**src/rtl/ceespu_mul_ctrl.sv**
```systemverilog
// Sequencer for the ALU pipelined multiplier: holds operands, stalls for the latency, then delivers the low product.
// Optional build macro CEESPU_MUL_ZERO_SKIP_EN: zero operands bypass the multiplier and complete in one cycle.
module ceespu_mul_ctrl #(
   parameter int MUL_LATENCY = 3,
   parameter int WIDTH       = 32
) (
   input  logic             I_clk,
   input  logic             I_rst,
   input  logic             I_start,
   input  logic [WIDTH-1:0] I_dataA,
   input  logic [WIDTH-1:0] I_dataB,
   input  logic             I_flush,
   input  logic             I_hold,
   input  logic [WIDTH-1:0] I_mulResult,
   output logic [WIDTH-1:0] O_mulA,
   output logic [WIDTH-1:0] O_mulB,
   output logic             O_stall,
   output logic             O_busy,
   output logic             O_valid,
   output logic [WIDTH-1:0] O_result
);

   typedef enum logic [1:0] {IDLE, RUN, DONE} state_e;

   localparam logic [2:0] LAT = 3'(MUL_LATENCY);

   state_e           state_q, state_d;
   logic [2:0]       cnt_q, cnt_d;
   logic [WIDTH-1:0] mula_q, mula_d;
   logic [WIDTH-1:0] mulb_q, mulb_d;
   logic [WIDTH-1:0] result_q, result_d;
   logic             valid_q, valid_d;
   logic             zero_op;

`ifdef CEESPU_MUL_ZERO_SKIP_EN
   assign zero_op = (I_dataA == '0) || (I_dataB == '0);
`else
   assign zero_op = 1'b0;
`endif

   always_ff @(posedge I_clk) begin
      if (I_rst) begin
         state_q  <= IDLE;
         cnt_q    <= '0;
         mula_q   <= '0;
         mulb_q   <= '0;
         result_q <= '0;
         valid_q  <= 1'b0;
      end else begin
         state_q  <= state_d;
         cnt_q    <= cnt_d;
         mula_q   <= mula_d;
         mulb_q   <= mulb_d;
         result_q <= result_d;
         valid_q  <= valid_d;
      end
   end

   always_comb begin
      state_d = state_q;
      if (I_flush) begin
         state_d = IDLE;
      end else begin
         case (state_q)
            IDLE:    if (I_start) state_d = zero_op ? DONE : RUN;
            RUN:     if (cnt_q == LAT) state_d = DONE;
            DONE:    if (!I_hold) state_d = IDLE;
            default: state_d = IDLE;
         endcase
      end
   end

   // Flush wins everywhere but leaves the last result in place.
   always_comb begin
      cnt_d    = cnt_q;
      mula_d   = mula_q;
      mulb_d   = mulb_q;
      result_d = result_q;
      valid_d  = valid_q;
      if (I_flush) begin
         cnt_d   = '0;
         valid_d = 1'b0;
      end else begin
         case (state_q)
            IDLE: begin
               if (I_start) begin
                  cnt_d = '0;
                  if (zero_op) begin
                     result_d = '0;
                     valid_d  = 1'b1;
                  end else begin
                     mula_d = I_dataA;
                     mulb_d = I_dataB;
                  end
               end
            end
            RUN: begin
               if (cnt_q == LAT) begin
                  result_d = I_mulResult;
                  valid_d  = 1'b1;
               end else if (cnt_q < LAT) begin
                  cnt_d = cnt_q + 3'd1;
               end
            end
            DONE: begin
               if (!I_hold) begin
                  valid_d = 1'b0;
                  cnt_d   = '0;
               end
            end
            default: begin
               cnt_d   = '0;
               valid_d = 1'b0;
            end
         endcase
      end
   end

   // Nothing is accepted while reset is asserted, so stall is gated by it.
   always_comb begin
      O_stall = !I_rst && (((state_q == IDLE) && I_start && !I_flush) ||
                           (state_q == RUN) ||
                           ((state_q == DONE) && I_hold));
   end

   assign O_busy   = (state_q != IDLE);
   assign O_valid  = valid_q;
   assign O_result = result_q;
   assign O_mulA   = mula_q;
   assign O_mulB   = mulb_q;

endmodule

```
**config.mk**
```make
export PLATFORM = sky130hd
export DESIGN_NAME = ceespu_mul_ctrl
export DESIGN_NICKNAME = d
export VERILOG_FILES = /design/src/rtl/ceespu_mul_ctrl.sv
export SDC_FILE = /design/constraint.sdc
export NUM_CORES = 1
export LEC_CHECK = 0
export BUFFER_PORTS_ARGS = -buffer_cell sky130_fd_sc_hd__buf_2
export CORE_MARGIN = 2
export CORE_UTILIZATION = 35
export CTS_CLUSTER_DIAMETER = 60
export CTS_CLUSTER_SIZE = 12
export DETAILED_ROUTE_END_ITERATION = 12
export GPL_TIMING_DRIVEN = 0
export PLACE_DENSITY = 0.76
export SLEW_MARGIN = 20
export SYNTH_ARGS = -nofsm -noshare
export SYNTH_HDL_FRONTEND = slang
export SYNTH_SLANG_ARGS = --single-unit
```
**constraint.sdc**
```tcl
create_clock -name I_clk -period 2 [get_ports I_clk]
set_input_delay 0.1 -clock I_clk [delete_from_list [all_inputs] [get_ports I_clk]]
set_output_delay 0.1 -clock I_clk [all_outputs]
set_load 0.05 [all_outputs]
```
# Word level (Yosys, flattened, before mapping)
# Index checks and enable logic that the tools add are counted.
[totals] mem_count=0 register_bits=102 ramBits=0 latchBits=0 output_inout_bits=99 rom_bits=0
[op_classes] order_cmp=1 multipliers=0 n_shift=0 n_reduce_logical=16 n_addsub=1 n_div=0 n_mux=12 n_bitwise=2 eq_ne=8
[op_table] cell="$mux 3" n=4
[op_table] cell="$reduce_and 3->1" n=4
[op_table] cell="$ne 2x2->1 const B" n=5
[op_table] cell="$pmux 3 s3" n=1
[op_table] cell="$mux 2" n=3
[op_table] cell="$pmux 2 s3" n=1
[op_table] cell="$logic_and 1x1->1" n=4
[op_table] cell="$reduce_and 4->1" n=1
[op_table] cell="$add 3x1->3 const B" n=1
[op_table] cell="$eq 3x2->1 const B" n=1
[op_table] cell="$lt 3x2->1 const B" n=1
[op_table] cell="$pmux 1 s3" n=1
[op_table] cell="$eq 2x1->1 const B" n=1
[op_table] cell="$eq 2x2->1 const B" n=1
[op_table] cell="$logic_not 1->1" n=2
[op_table] cell="$logic_not 2->1" n=1
[op_table] cell="$logic_or 1x1->1" n=2
[op_table] cell="$mux 1" n=2
[op_table] cell="$not 1->1" n=2
[op_table] cell="$reduce_bool 2->1" n=1
[op_table] cell="$reduce_or 2->1" n=1

# Logic depth before layout (Yosys ltp)
[depth] word_depth=6 ltp_mapped=6 mapped_depth_nobuf=6

# Least setup slack after synthesis
# No wires, ideal clock.
[synth_timing] path_type="flip-flop to output port" start="reg state_q[0]" end="out O_stall" path_slack_ns=0.140 path_buffers=2 arrival_ns=1.760 stages_incl_launch_ff=6 path_cell_list="dfxtp_1 -> or3b_4 -> or2_1 -> buf_6 -> buf_6 -> a31oi_2"
[synth_via] elab_chain_cells=6 elab_cells_between_ends=9
[synth_lines] element="start: declaration" line_no="27" rtl="state_e state_q, state_d;"
[synth_lines] element="start signal: assignment" line_no="50" rtl="state_q <= state_d;"
[synth_lines] element="$logic_not 2->1" line_no="121" rtl="O_stall = !I_rst && (((state_q == IDLE) && I_start && !I_flush) ||"
[synth_lines] element="$logic_and 1x1->1 (2 in a row)" line_no="121"
[synth_lines] element="$logic_or 1x1->1" line_no="121"
[synth_lines] element="$logic_or 1x1->1 (*)" line_no="122" rtl="(state_q == RUN) ||"
[synth_lines] element="$logic_and 1x1->1 (*)" line_no="121"
[synth_lines] element="end: declaration" line_no="17" rtl="output logic O_stall,"
# Every way passes the cells marked *; elsewhere a longest branch is shown, timed or not.

# Final worst setup path
[layout_timing] start="reg state_q[1]" end="out O_stall"
# The elaborated chain is that of the path after synthesis.

==> impl_metrics.csv <==
group,metric,value,unit
status,status,"finished clean",
cts,cts_sinks,102,
sta,fmax,0.525,GHz
hold_path,hold_path.class,"input port to flop",
worst_setup_path,crit_fanout,2,
placed_design,place_ws,0.119,ns
die,num_rows,37,
worst_setup_path,crit_end,"O_stall",
layout,fin_cells,906,
placed_design,dp_cells,791,
cts,clock_path_buffers,2,
worst_setup_path,reg2reg_depth,6,
layout,layout_common_cells,"buf_2, nand2_1, dfxtp_1",
logic_synthesis,syn_area,3700,µm²
cts,cts-root-buf,"clkbuf_8",
run,max_cap_violations,0,
route,drtAntennaViolNets,0,
route,wirelength,12.8,mm
layout,final_common_cell,"buf_2",
die,die-area,11400,µm²
route,vias,4245,
layout,antennaDiodeCount,0,
sta,layout_setup_ws,0.0948,ns
route,dr.pass1.iters,5,
global_routing,grt_antenna_before_repair,0,
global_routing,grt_overflow,0,
global_routing,grt_pass1_wl,19.7,mm
cts,clk-insertion-delay-late,0.35,ns
worst_setup_path,path_class,"flop to primary output",
sta,finalCritPeriodShare,95.3,%
die,start_util,36.0,%
worst_setup_path,regToRegStartpoint,"state_q[1]",
route,viasPerCell,4.69,
die,io_pins,200,
sta,fin_tns_setup,0,ns
sta,maxSlewViolCount,0,
route,wl_per_cell,14.1,µm
placed_design,hpwl,7.92,mm
worst_setup_path,crit_path_end_kind,"primary output",
sta,min_period,1.91,ns
sta,worst_pin_slew,0.777,ns
logic_synthesis,ys_seq_area_share,55.2,%
sta,setup_viol,0,
sta,hold_viol,0,
global_routing,grt_use_total,21.7,%
logic_synthesis,yosysUniqueCellTypes,25,
sta,grt_setup_unrepaired,"false",
worst_setup_path,r2r-end,"O_mulA[4]",
layout,layout.nets,868,
route,drc,0,
sta,slew_headroom,48.2,%
placed_design,gp_congestion,0.803,
power_and_ir_drop,p_total,4360,µW
cts,htree_levels,3,
placed_design,place.port_buffers,198,
worst_setup_path,reg2reg_slack,0.21,ns
worst_setup_path,crit_start,"state_q[1]",
layout,drive_gt1_share,31.9,%
power_and_ir_drop,power_leakage,0.00276,µW
worst_setup_path,start_kind,"flop",
logic_synthesis,synthesis.instances,457,
power_and_ir_drop,vdd_drop_max,0.000416,V
power_and_ir_drop,p_per_area,714,nW/µm²
global_routing,grt_max_degree,17,
cts,cts_buffers,9,
worst_setup_path,cp_data_arrival_time,1.81,ns
layout,area_growth,64.9,%
route,drt-initial-drc-count,249,
die,fp.dieW,107,µm
cts,path_clk_slew,0.09,ns
logic_synthesis,yosysWarnings,0,
global_routing,grt_pass1_vias,4298,
layout,final_area,6100,µm²
placed_design,postPlaceCellArea,4860,µm²
logic_synthesis,synth_nets,560,
logic_synthesis,ys_ff_latch,102,
cts,cts_tree,"built",
sta,finalClockSkew,0.00996,ns
worst_setup_path,cp_data_required_time,1.90,ns
die,dieHeight,107,µm
die,coreArea,10300,µm²
logic_synthesis,avgSynthCellArea,8.10,µm²
[stage by stage]
step	hold WS [ns]	utilization, %
after CTS	0.111	59.3
after global routing	0.171	59.4
after detailed placement	0.347	47.3
after global placement	0.340	47.3
after floorplan	0.236	-
final	0.146	59.4
[logic make-up (layout without fill, tap and decap cells)]
group           Yosys count  count (layout)  synth area share (%)
compound gates          106             106                  14.9
fa+ha+maj                 2               2                 0.676
buf+inv                  35             348                  5.72
flops                   102             102                  55.2
mux                       1               1                 0.271
simple gates            211             211                  23.2
[repair_timing]
item,in CTS,in global routing
resized for setup,8,1
setup endpoints to repair,1,33
buffers inserted,4,1
pin swaps,3,2
hold buffers,96,0
hold endpoints to repair,96,0
[synthesized netlist by cell type (all sizes together)]
cell	instances	area [µm²]
or2	3	18.8
nor2b	4	25.0
or3b	1	11.3
a21oi	98	490
buf	19	151
nor4b	1	15.0
dfxtp	102	2040
a211oi	1	7.51
o32ai	1	8.76
inv	3	11.3
clkbuf	13	48.8
o21ai	2	10.0
nand2b	1	13.8
nor2	5	26.3
a31oi	1	12.5
o21a	1	7.51
or4b	1	10.0
ha	2	25.0
a22oi	2	15.0
nand3b	2	15.0
mux2i	1	10.0
nand2	193	724
[worst max-delay path: stages, from the launching register on]
cell     delay, ns
dfxtp_4       0.35
or3b_4        0.40
or2_4         0.24
buf_6         0.12
a31oi_4       0.16
buf_8         0.18
[state kept, by name, indices dropped and copies added, names as in the netlist]
signal and flops:
state_q 2, cnt_q 3, O_mulA 32, O_result 32, O_valid 1, O_mulB 32
[how the worst min path moves through the flow]
| stage | startpoint | to | slack [ns] | cells past startpoint |
|---|---|---|---|---|
| 3_3_place_gp | I_dataB[27] | O_mulB[27] | 0.34 | 3 |
| 2_1_floorplan | I_dataA[0] | O_mulA[0] | 0.24 | 2 |
| 5_1_grt | I_flush | O_mulB[16] | 0.17 | 4 |
| 3_5_place_dp | I_dataA[8] | O_mulA[8] | 0.35 | 3 |
| 6_report | I_hold | O_valid | 0.15 | 5 |
| 4_1_cts | I_hold | O_valid | 0.11 | 5 |
[layer usage]
| metal | share of wire [%] | global-route usage, % | up-vias |
|---|---|---|---|
| met2 | 51 | 40.4 | 189 |
| met4 | 2.7 | 9.46 | 0 |
| met1 | 39 | 22.9 | 1943 |
| li1 | - | - | 2081 |
| met5 | 0 | 0 | - |
| met3 | 7.5 | 5.78 | 32 |
[layout make-up]
type | instances | area (µm²)
Tap cell | 136 | 170
Fill cell | 862 | 4180
Multi-Input combinational cell | 320 | 1460
Buffer | 31 | 189
Clock buffer | 11 | 151
Sequential cell | 102 | 2050
Timing Repair Buffer | 298 | 1990
Inverter | 3 | 11.3
Clock inverter | 5 | 81.3
[where the power goes]
part	internal, µW	switching (µW)
clock	774	699
sequential	2090	31.8
combinational	310	454
total	3170	1190
(Power assumes the default switching activity.)
